File: config.mk
export PLATFORM = sky130hd
export DESIGN_NAME = sram_bus_arbiter
export DESIGN_NICKNAME = d
export VERILOG_FILES = /design/src/rtl/sram_bus_arbiter_pkg.sv /design/src/rtl/arb_tag_fifo.sv /design/src/rtl/sram_bus_arbiter.sv
export SDC_FILE = /design/constraint.sdc
export NUM_CORES = 1
export LEC_CHECK = 0
export ABC_AREA = 0
export BUFFER_PORTS_ARGS = -buffer_cell sky130_fd_sc_hd__buf_2
export CAP_MARGIN = 20
export CORE_AREA = 2 2 105 107
export DETAILED_ROUTE_END_ITERATION = 10
export DIE_AREA = 0 0 107 109
export PLACE_DENSITY = 0.67
export SYNTH_ARGS = -nofsm -noshare
export SYNTH_HDL_FRONTEND = slang
export SYNTH_SLANG_ARGS = --single-unit
File: constraint.sdc
create_clock -name clk -period 10.05 [get_ports clk]
set_clock_uncertainty 0.1 [all_clocks]
set_input_delay 3.015 -clock clk [delete_from_list [all_inputs] [get_ports clk]]
set_output_delay 3.015 -clock clk [all_outputs]
set_load 0.01 [all_outputs]
File: src/rtl/sram_bus_arbiter_pkg.sv
// Shared encodings for the fetch/data SRAM bus arbiter: response tags,
// transfer sizes, grant and lock states.
package sram_bus_arbiter_pkg;

  localparam logic TAG_INST = 1'b0;
  localparam logic TAG_DATA = 1'b1;

  localparam logic [1:0] SIZE_B = 2'd0;
  localparam logic [1:0] SIZE_H = 2'd1;
  localparam logic [1:0] SIZE_W = 2'd2;

  typedef enum logic [1:0] {
    GNT_NONE = 2'd0,
    GNT_INST = 2'd1,
    GNT_DATA = 2'd2
  } grant_e;

  typedef enum logic [1:0] {
    LK_IDLE = 2'd0,
    LK_INST = 2'd1,
    LK_DATA = 2'd2
  } lock_e;

endpackage

File: src/rtl/arb_tag_fifo.sv
// In-order tag FIFO recording which master owns each outstanding slave
// transaction; the head is visible combinationally for response routing.
module arb_tag_fifo #(
  parameter int DEPTH = 4,
  parameter int WIDTH = 1
) (
  input  logic             clk,
  input  logic             resetn,
  input  logic             i_push,
  input  logic [WIDTH-1:0] i_push_data,
  input  logic             i_pop,
  output logic             o_full,
  output logic             o_empty,
  output logic [WIDTH-1:0] o_head
);

  localparam int AW = $clog2(DEPTH);

  logic [WIDTH-1:0] r_mem [DEPTH];
  logic [AW-1:0]    r_wr_ptr;
  logic [AW-1:0]    r_rd_ptr;
  logic [AW:0]      r_count;
  logic             w_push_en;
  logic             w_pop_en;

  assign o_full    = (r_count == (AW+1)'(DEPTH));
  assign o_empty   = (r_count == '0);
  assign o_head    = r_mem[r_rd_ptr];
  assign w_push_en = i_push & ~o_full;
  assign w_pop_en  = i_pop & ~o_empty;

  // Storage needs no reset: only entries between the pointers are ever read.
  for (genvar gi = 0; gi < DEPTH; gi++) begin : g_mem
    always_ff @(posedge clk) begin
      if (w_push_en && (r_wr_ptr == AW'(gi))) begin
        r_mem[gi] <= i_push_data;
      end
    end
  end

  always_ff @(posedge clk) begin
    if (!resetn) begin
      r_wr_ptr <= '0;
      r_rd_ptr <= '0;
      r_count  <= '0;
    end else begin
      if (w_push_en) r_wr_ptr <= r_wr_ptr + 1'b1;
      if (w_pop_en)  r_rd_ptr <= r_rd_ptr + 1'b1;
      case ({w_push_en, w_pop_en})
        2'b10:   r_count <= r_count + 1'b1;
        2'b01:   r_count <= r_count - 1'b1;
        default: r_count <= r_count;
      endcase
    end
  end

endmodule

File: src/rtl/sram_bus_arbiter.sv
// Arbitrates the fetch and data masters onto one SRAM-like slave port with
// data priority, a fetch anti-starvation bound and in-order response routing.
module sram_bus_arbiter
  import sram_bus_arbiter_pkg::*;
#(
  parameter int MAX_OUTST    = 4,
  parameter int STARVE_LIMIT = 3
) (
  input  logic        clk,
  input  logic        resetn,
  input  logic        inst_req,
  input  logic [31:0] inst_addr,
  output logic        inst_addr_ok,
  output logic        inst_data_ok,
  output logic [31:0] inst_rdata,
  input  logic        data_req,
  input  logic        data_wr,
  input  logic [1:0]  data_size,
  input  logic [31:0] data_addr,
  input  logic [31:0] data_wdata,
  output logic        data_addr_ok,
  output logic        data_data_ok,
  output logic [31:0] data_rdata,
  output logic        req,
  output logic        wr,
  output logic [1:0]  size,
  output logic [31:0] addr,
  output logic [31:0] wdata,
  input  logic        addr_ok,
  input  logic        data_ok,
  input  logic [31:0] rdata,
  output logic        err_o
);

  localparam int SW = $clog2(STARVE_LIMIT + 1);
  localparam logic [SW-1:0] STARVE_MAX = SW'(STARVE_LIMIT);

  lock_e       r_lock;
  lock_e       w_lock_next;
  grant_e      w_grant;
  logic [SW-1:0] r_starve;
  logic        r_err;
  logic        w_full;
  logic        w_empty;
  logic        w_head;
  logic        w_acc;

  // A lock only holds while its owner keeps requesting, so a cancelled
  // fetch releases the bus in the same cycle.
  always_comb begin
    w_grant = GNT_NONE;
    if (r_lock == LK_INST && inst_req) begin
      w_grant = GNT_INST;
    end else if (r_lock == LK_DATA && data_req) begin
      w_grant = GNT_DATA;
    end else if (w_full) begin
      w_grant = GNT_NONE;
    end else if (data_req && !(inst_req && r_starve == STARVE_MAX)) begin
      w_grant = GNT_DATA;
    end else if (inst_req) begin
      w_grant = GNT_INST;
    end
  end

  always_comb begin
    req   = 1'b0;
    wr    = 1'b0;
    size  = SIZE_B;
    addr  = '0;
    wdata = '0;
    case (w_grant)
      GNT_INST: begin
        req  = inst_req;
        size = SIZE_W;
        addr = inst_addr;
      end
      GNT_DATA: begin
        req   = data_req;
        wr    = data_wr;
        size  = data_size;
        addr  = data_addr;
        wdata = data_wdata;
      end
      default: ;
    endcase
  end

  assign w_acc        = req & addr_ok;
  assign inst_addr_ok = (w_grant == GNT_INST) & addr_ok & req & ~w_full;
  assign data_addr_ok = (w_grant == GNT_DATA) & addr_ok & req & ~w_full;

  always_comb begin
    w_lock_next = LK_IDLE;
    if (req && !addr_ok) begin
      w_lock_next = (w_grant == GNT_DATA) ? LK_DATA : LK_INST;
    end
  end

  always_ff @(posedge clk) begin
    if (!resetn) r_lock <= LK_IDLE;
    else         r_lock <= w_lock_next;
  end

  always_ff @(posedge clk) begin
    if (!resetn) begin
      r_starve <= '0;
    end else if ((w_acc && w_grant == GNT_INST) || !inst_req) begin
      r_starve <= '0;
    end else if (w_acc && w_grant == GNT_DATA && r_starve != STARVE_MAX) begin
      r_starve <= r_starve + 1'b1;
    end
  end

  always_ff @(posedge clk) begin
    if (!resetn) r_err <= 1'b0;
    else         r_err <= r_err | (data_ok & w_empty);
  end

  arb_tag_fifo #(
    .DEPTH (MAX_OUTST),
    .WIDTH (1)
  ) u_tag_fifo (
    .clk         (clk),
    .resetn      (resetn),
    .i_push      (w_acc),
    .i_push_data ((w_grant == GNT_DATA) ? TAG_DATA : TAG_INST),
    .i_pop       (data_ok),
    .o_full      (w_full),
    .o_empty     (w_empty),
    .o_head      (w_head)
  );

  assign inst_data_ok = data_ok & ~w_empty & (w_head == TAG_INST);
  assign data_data_ok = data_ok & ~w_empty & (w_head == TAG_DATA);
  assign inst_rdata   = rdata;
  assign data_rdata   = rdata;
  assign err_o        = r_err;

endmodule

---- After elaboration in Yosys (flattened, before gate mapping) ----
Memory sizes are Yosys's and may differ from the RTL's. A register that Yosys moved wholly into a read port is not among the register bits.
Index checks and enable logic that the tools add are counted.
cells by class
  reduce and logical (&&, ||, !) cells .... 24
  equal/unequal tests ..................... 12
  multiplexer cells ....................... 32
  add/subtract/negate cells ............... 5
  bitwise logic cells ..................... 17
operator list
  operator               number
  $pmux W32 S2           1
  $mux W32               1
  $mux W2                10
  $mux W1                17
  $and A1 B1 Y1          12
  $eq A2 B2 Y1 const B   6
  $logic_and A1 B1 Y1    12
  $eq A2 B1 Y1 const B   4
  $add A2 B1 Y2 const B  3
  $pmux W3 S2            1
  $not A1 Y1             4
  $pmux W2 S2            1
  $add A3 B1 Y3 const B  1
  $eq A3 B3 Y1 const B   1
  $logic_not A1 Y1       3
  $logic_not A3 Y1       1
  $reduce_or A1 Y1       3
  $sub A3 B1 Y3 const B  1
  $logic_not A2 Y1       1
  $ne A2 B2 Y1 const B   1
  $pmux W1 S2            1
  $reduce_and A2 Y1      1
  $reduce_bool A2 Y1     1
  $reduce_or A2 Y1       1
  other kinds (2)        2
storage, ports and cells
  logic and storage cells ................. 97
  output and inout bits ................... 137
  memories ................................ 1
  bits in writable memories ............... 4
  register bits ........................... 12
  input bits .............................. 137
memory list
  memory            words  width  read ports  clocked after Yosys merged registers in  write ports  line                RTL
  u_tag_fifo.r_mem  4      1      1           1                                        1            arb_tag_fifo.sv:19  logic [WIDTH-1:0] r_mem [DEPTH];

---- Longest topological paths before layout ----
Gate-level depths: netlist of the first run.
  depth after elaboration ................. 19
  gate-level depth with buffers ........... 15
  mapped depth without buffers ............ 14

---- Modules after synthesis ----
A second synthesis of the first run with hierarchy kept.
second synthesis, totals
  cell total of the unflattened synthesis .. 280
  area, all modules ....................... 2149.6 sq um
modules (own cells, without submodules)
  module            sequential area each (sq um)  instances  cells each  area each (sq um)
  sram_bus_arbiter  100.1                         1          221         1512.7
  arb_tag_fifo      300.3                         1          59          636.9

---- Least setup slack after synthesis of the first run ----
OpenSTA, ideal clock, no wires.
  kind .................................... input port to output port
  start point ............................. input port inst_req
  end point ............................... output port data_addr_ok
  buffers on the path ..................... 2
  slack ................................... 2.439 ns
  cell stages on the path ................. 8
  arrival time ............................ 4.496 ns
  required time ........................... 6.935 ns
  path through ............................ buf_4 > a21oi_1 > a22oi_1 > ha_1 > buf_2 > nand2b_4 > nor3_2 > and2_1
between the ends
  cells in the longest elaborated chain, start to end .. 11
  elaborated cells between the ends (all ways) .. 15
  those cells by class .................... eq/ne: 2; mux: 6; bitwise: 3; reduce/logical: 4
RTL lines
  item                                          line                                            RTL
  start, declared                               sram_bus_arbiter.sv:11                          input logic inst_req,
  $logic_and A1 B1 Y1                           sram_bus_arbiter.sv:58                          end else if (data_req && !(inst_req && r_starve == STARVE_MAX)) begin
  $logic_not A1 Y1                              sram_bus_arbiter.sv:58
  $logic_and A1 B1 Y1                           sram_bus_arbiter.sv:58
  $mux W2                                       sram_bus_arbiter.sv:58
  $mux W2                                       sram_bus_arbiter.sv:56                          end else if (w_full) begin
  $mux W2                                       sram_bus_arbiter.sv:54                          end else if (r_lock == LK_DATA && data_req) begin
  $mux W2                                       sram_bus_arbiter.sv:52                          if (r_lock == LK_INST && inst_req) begin
  $eq A2 B2 Y1 or $eq A2 B1 Y1 (tied branches)  sram_bus_arbiter.sv:71, sram_bus_arbiter.sv:90
  $pmux W1 S2 or $and A1 B1 Y1 (tied branches)  sram_bus_arbiter.sv:71, sram_bus_arbiter.sv:90
  $and A1 B1 Y1 (*) (2 in a row)                sram_bus_arbiter.sv:90                          assign data_addr_ok = (w_grant == GNT_DATA) & addr_ok & req & ~w_full;
  end, declared                                 sram_bus_arbiter.sv:21                          output logic data_addr_ok,
Every way passes the cells marked *; elsewhere a longest branch is shown, timed or not.

---- Final worst setup path of the first run ----
Ends and elaborated chain as after synthesis.

==> results of run 1 <==
-- kinds of logic (layout without fill, tap and decap cells) --
kind of cell	count (synthesis)	in the layout
simple gates	104	104
buf+inv	92	194
compound gates	51	51
flops	18	18
fa+ha+maj	9	9
xor+xnor	4	4
mux	3	3
-- layout make-up --
class / count / share of cell area (%)
repair buffers: 180 / 33.5
multi-input cells: 171 / 42.2
inverters: 10 / 1.38
well taps: 140 / 6.46
clock buffers: 3 / 1.52
flip-flops and latches: 18 / 14.8
clock inverters: 1 / 0.138
-- per-layer routing --
| layer | track usage (%) | up-vias | wire [um] |
|---|---|---|---|
| met5 | 0 | - | 13 |
| met4 | 1.48 | 2 | 46 |
| met3 | 5.86 | 6 | 931 |
| met2 | 20.6 | 144 | 3870 |
| met1 | 13.8 | 1014 | 2750 |
| li1 | - | 1084 | - |
-- worst max-delay path by stage --
stage | end | slack, ps | depth (start not counted)
2_1_floorplan | data_addr_ok | 2440 | 8
3_3_place_gp | data_addr_ok | 1930 | 8
3_5_place_dp | data_addr_ok | 1830 | 8
4_1_cts | data_addr_ok | 1820 | 8
5_1_grt | data_addr_ok | 1640 | 8
6_report | data_addr_ok | 1860 | 8
-- stage by stage --
step / power [mW] / cells / worst slack [ps]
finish: 0.267 / 523 / 1860
CTS: 0.270 / 523 / 1820
floorplan: 0.188 / 281 / 2440
detailed placement: 0.219 / 519 / 1830
global placement: 0.215 / 519 / 1930
global route: 0.289 / 523 / 1640
-- worst max-delay path, stage by stage --
cell and delay [ps]:
buf_2 160, a21oi_1 190, a22o_1 180, ha_2 610
a22oi_4 140, nor3_2 440, and2_1 200, buf_2 130
-- power by group through the flow --
stage	Clock [mW]	Combinational, mW	Sequential (mW)
2_1_floorplan	0	0.103	0.0860
3_3_place_gp	0	0.128	0.0865
3_5_place_dp	0	0.132	0.0868
4_1_cts	0.0524	0.133	0.0852
5_1_grt	0.0559	0.147	0.0862
6_report	0.0507	0.131	0.0852
-- layout by cell type, fill, tap and decap left out, drive strengths merged --
cell type    n
fa           1
nor4         1
edfxtp       4
nor3         2
a211oi       1
clkinv       1
nand3b       1
nor3b        1
o22ai        2
nand2b       4
mux2i        2
and4b        1
nor2b        2
and2        39
ha           8
o21bai       1
a22oi       34
xor2         4
o311ai       1
nand3        3
buf        180
or3          1
clkbuf       3
a21oi        6
o31ai        1
mux4         1
or4          1
dfxtp       14
o21ai        1
o21a         1
nor2        42
inv         10
a22o         1
nand2        5
nor4b        1
a2bb2oi      1
o2bb2ai      1
==> out/results.txt, run 1 <==
TritonRoute pass-1 iters = 4
number of instances in the synthesized netlist = 281
row count = 38
PortBufs = 177
fraction of final layout cells sized beyond drive strength 1 = 49.9%
fraction of power spent switching nets = 37.7%
footprint of the multi-input gates = 1140 um2
final critical path time including I/O delays and setup = 8190 ps
Hold Path Sink = err_o
portion of total power attributed to the clock network = 19.0%
post-place instance area = 2670 um2
RSZ-0062 raised after global routing = no
Avg Vias per Cell = 4.30
final design instance area without fill = 2710 um2
Gate power share = 49.1%
mux share of post-synthesis cell area = 1.99%
Syn-to-layout area delta = 26.8%
Yosys cell types = 41
post-synth top area share = 23.2%
post-synthesis compound-gate area fraction = 18.1%
count of flip-flops with a built-in enable after synthesis = 4
count of final hold-check violations = 0
max-cap violations = 0
Leak = 1.43 nW
fill count = 1180
leading post-synthesis cells by cell area = buf_4 23%, dfxtp_1 13%, a22oi_1 12%, and2_1 11%, nor2_1 7.4%
combined area of all synthesized cells = 2140 um2
fraction of synthesis flops using an asynchronous set or reset pin = 0%
Synth Area in Simple Gates = 26.1%
Worst EP arrival = 5080 ps
clock latency at the later pin of the worst-skew pair = 250 ps
main combinational cell family by area after synthesis = buffers and inverters
RD Place Congestion = 0.794
commonest cells in the netlist = 66 x buf_4, 42 x nor2_1, 39 x and2_1, 33 x a22oi_1, 14 x dfxtp_1
startpoint of the tightest hold check path = err_o
peak supply drop = 42.5 uV
source of the critical timing path = inst_req
area of the placeable core = 10600 um2
number of cells on the worst reg-to-reg path = 13
antenna fix cells = 0
run status = complete, no violations
clock edge transition at the registers on the reported setup and hold paths = 60 ps
chip height = 109 um
final HPWL from detailed placement = 6600 um
post-synthesis sequential element count = 18
power density over cell area = 98.5 nW/um2
count of cells along the worst hold path = 2
pin count of the biggest net entering global routing = 45
syn_area_per_cell = 7.61 um2
data required time of the critical path = 6940 ps
vias after detailed routing = 2250
Reg2Reg Launch Point = u_tag_fifo.r_count[2]
number of buffers added by the clock tree synthesis step = 3
Reg power frac = 31.9%
global-route congestion overflow total = 0
clk sink count = 18
hold crit path type = flop to flop
critical setup path kind = primary input to primary output
reg2reg end = u_tag_fifo.r_count[2]
Internal = 0.167 mW
number of antenna violations at the first check in global routing = 1
count of final setup violators = 0
depth of the CTS H-tree = 1
maximum fanout encountered on the critical timing path = 33
number of top-level pins = 274
count of unresolved DRC violations after routing = 0
wire length per cell = 14.6 um
max frequency = 122 MHz
relative slew slack = 55.3%
total detailed-routing wirelength = 7620 um
starting density of the core = 20.2%
wire length of the first global-routing pass = 11100 um
Post-CTS Setup Bufs = 0
count of instances resized after the clock tree is built = 0
clock tree from TritonCTS = done
nature of the critical path endpoint = primary output
cell type contributing the most total cell area after synthesis = buf_4
YS warnings = 0
antenna viol nets, final = 0
number of global-route vias before repair = 2046
Tcrit/Tclk final = 81.5%
global-route total usage across every layer = 11.9%
iteration-0 DRC count of the detailed router = 63
worst hold slack across all endpoints = 374 ps
Core Util, Final = 25.6%
die outline area = 11700 um2
hold_buf cts = 0
Sequential Area = 400 um2
worst reg-to-reg setup slack = 6300 ps
xor-xnor portion of the synthesized cell area = 1.64%
transition at the pin with the smallest max-transition slack = 670 ps
top_reg_cell synth = dfxtp_1
kind of launch point of the worst setup path = primary input
Final TNS setup = 0 ps
worst-case clock buffer depth = 2
number of nets at the end of the flow = 530
area share of fa/ha/maj cells after synthesis = 5.62%
root cell of the clock tree = clkbuf_8
fin. max-slew vios = 0
switching pwr = 0.101 mW
part of the Yosys area used for sequential elements = 18.7%
synthesized net count = 427
cell with the most instances after synthesis = buf_4
horizontal extent of the die = 107 um
Note: power is estimated with default switching activity, not from simulation.
==> run 2: changes to the inputs <==
--- a/config.mk
+++ b/config.mk
@@ -8,10 +8,10 @@
 export ABC_AREA = 0
 export BUFFER_PORTS_ARGS = -buffer_cell sky130_fd_sc_hd__buf_2
 export CAP_MARGIN = 20
-export CORE_AREA = 2 2 105 107
+export CORE_AREA = 2 2 106 108
 export DETAILED_ROUTE_END_ITERATION = 10
-export DIE_AREA = 0 0 107 109
-export PLACE_DENSITY = 0.67
+export DIE_AREA = 0 0 108 110
+export PLACE_DENSITY = 0.68
 export SYNTH_ARGS = -nofsm -noshare
 export SYNTH_HDL_FRONTEND = slang
 export SYNTH_SLANG_ARGS = --single-unit
==> constraint.sdc (replaced) <==
create_clock -name clk -period 6.8 [get_ports clk]
set_clock_uncertainty 0.1 [all_clocks]
set_input_delay 2.04 -clock clk [delete_from_list [all_inputs] [get_ports clk]]
set_output_delay 2.04 -clock clk [all_outputs]
set_load 0.01 [all_outputs]
==> run 2 against run 1 <==
  * Count of clock-buffer cells in the layout unchanged
  * Cell count up 0.38%
  * Hold slack worse by 7.6 ps
  * Largest power group unchanged
  * Largest cell class unchanged
  * Sequential share of layout area about the same
==> out/results.txt, run 2 (synthesis gave the netlist of run 1 again) <==
run status = complete, no violations
Reg2Reg Launch Point = u_tag_fifo.r_count[2]
max-cap violations = 0
worst-path cell chain = buf_2 > a21oi_1 > a22oi_1 > ha_1 > buf_4 > inv_1 > nor4_1 > buf_2
die outline area = 11900 um2
wire length of the first global-routing pass = 11600 um
TritonRoute pass-1 iters = 4
stage delay of the slowest cell on the critical path = 360 ps
depth of the CTS H-tree = 1
final HPWL from detailed placement = 7240 um
post-place instance area = 2670 um2
clock edge transition at the registers on the reported setup and hold paths = 70 ps
most common cell after layout, fill and taps aside = buf_2
starting density of the core = 20.0%
Max stage delay cell, worst path = buf_4
clock tree from TritonCTS = done
worst setup path endpoint = inst_addr_ok
PortBufs = 177
row count = 38
final design instance area without fill = 2720 um2
Leak = 1.43 nW
number of top-level pins = 274
Tcrit/Tclk final = 87.1%
count of final setup violators = 0
number of buffers added by the clock tree synthesis step = 3
pin count of the biggest net entering global routing = 76
count of instances resized after the clock tree is built = 0
horizontal extent of the die = 108 um
Crit path top cell by count = buf_2
startpoint of the tightest hold check path = err_o
area of the placeable core = 10700 um2
count of unresolved DRC violations after routing = 0
leading cell types in the layout, fill and taps excluded = 177 x buf_2, 42 x nor2_1, 39 x and2_1
count of final hold-check violations = 0
peak supply drop = 79.3 uV
fin. max-slew vios = 0
source of the critical timing path = inst_req
hold crit path type = flop to flop
power density over cell area = 147 nW/um2
Post-CTS Setup Bufs = 0
data required time of the critical path = 4660 ps
Worst EP arrival = 3780 ps
final critical path time including I/O delays and setup = 5920 ps
worst-case clock buffer depth = 2
global-route congestion overflow total = 0
number of antenna violations at the first check in global routing = 5
kind of launch point of the worst setup path = primary input
maximum fanout encountered on the critical timing path = 35
global-route total usage across every layer = 12.8%
root cell of the clock tree = clkbuf_8
vias after detailed routing = 2303
number of nets at the end of the flow = 530
max frequency = 169 MHz
Avg Vias per Cell = 4.39
iteration-0 DRC count of the detailed router = 104
relative slew slack = 56.9%
fill count = 1185
hold_buf cts = 0
chip height = 110 um
transition at the pin with the smallest max-transition slack = 646 ps
nature of the critical path endpoint = primary output
number of cells on the worst reg-to-reg path = 13
RSZ-0062 raised after global routing = no
antenna viol nets, final = 0
worst reg-to-reg setup slack = 3520 ps
total detailed-routing wirelength = 8490 um
clock latency at the later pin of the worst-skew pair = 260 ps
Syn-to-layout area delta = 27.0%
number of global-route vias before repair = 2048
fraction of final layout cells sized beyond drive strength 1 = 49.9%
clk sink count = 18
critical setup path kind = primary input to primary output
wire length per cell = 16.2 um
reg2reg end = u_tag_fifo.r_count[2]
RD Place Congestion = 0.778
Final TNS setup = 0 ps
==> run 2: changes by cell type in the layout (fill, tap and decap cells not counted), sizes merged <==
cell / previous run / this run
diode: 0 / 2
==> run 2: power by group <==
group / switching [mW] / total, mW / internal (mW)
clock network: 0.0376 / 0.0778 / 0.0402
registers: 0.00854 / 0.126 / 0.118
logic: 0.108 / 0.196 / 0.0880
==> run 2: metal layers <==
layer / global-route usage, % / wire length (um) / part of all wire, %
met3: 7.47 / 1080 / 13
met2: 20.8 / 4120 / 49
met4: 2.20 / 51 / 0.60
met1: 14.9 / 3200 / 38
met5: 0 / 37 / 0.44
==> run 2: critical path: cells and delay by family <==
kind / cells / cell delay [ps]
adders and majority gates: 1 / 260
buffers and inverters: 4 / 830
AOI/OAI and AO/OA: 2 / 330
and+or+nand+nor: 1 / 300
==> run 2: worst min-delay path by stage <==
stage | end | slack, ps | cells after the start
6_report | err_o | 370 | 2
4_1_cts | err_o | 380 | 2
3_5_place_dp | err_o | 360 | 2
3_3_place_gp | err_o | 340 | 2
5_1_grt | err_o | 410 | 2
2_1_floorplan | r_starve[1] | 360 | 2
==> run 2: final cells by class <==
| class | count | area, um2 | share of cell area, % |
|---|---|---|---|
| antenna | 2 | 5.00 | 0.184 |
| clock buffer | 3 | 41.3 | 1.52 |
| clock inverter | 1 | 3.75 | 0.138 |
| inverter | 10 | 37.5 | 1.38 |
| multi-input combinational | 171 | 1140 | 42.1 |
| sequential | 18 | 400 | 14.7 |
| tap | 140 | 175 | 6.45 |
| timing repair buffer | 180 | 908 | 33.4 |
==> run 2: through the flow <==
stage                     hold slack, ps  total power [mW]  utilization (%)  setup WS (ps)  cells
after global routing                 407             0.430             25.3            669    523
after detailed placement             358             0.326             24.9            862    519
after global placement               345             0.321             24.9            901    519
after floorplan                      362             0.279                -           1140    281
final                                366             0.400             25.4            879    525
after CTS                            378             0.405             25.3            858    523
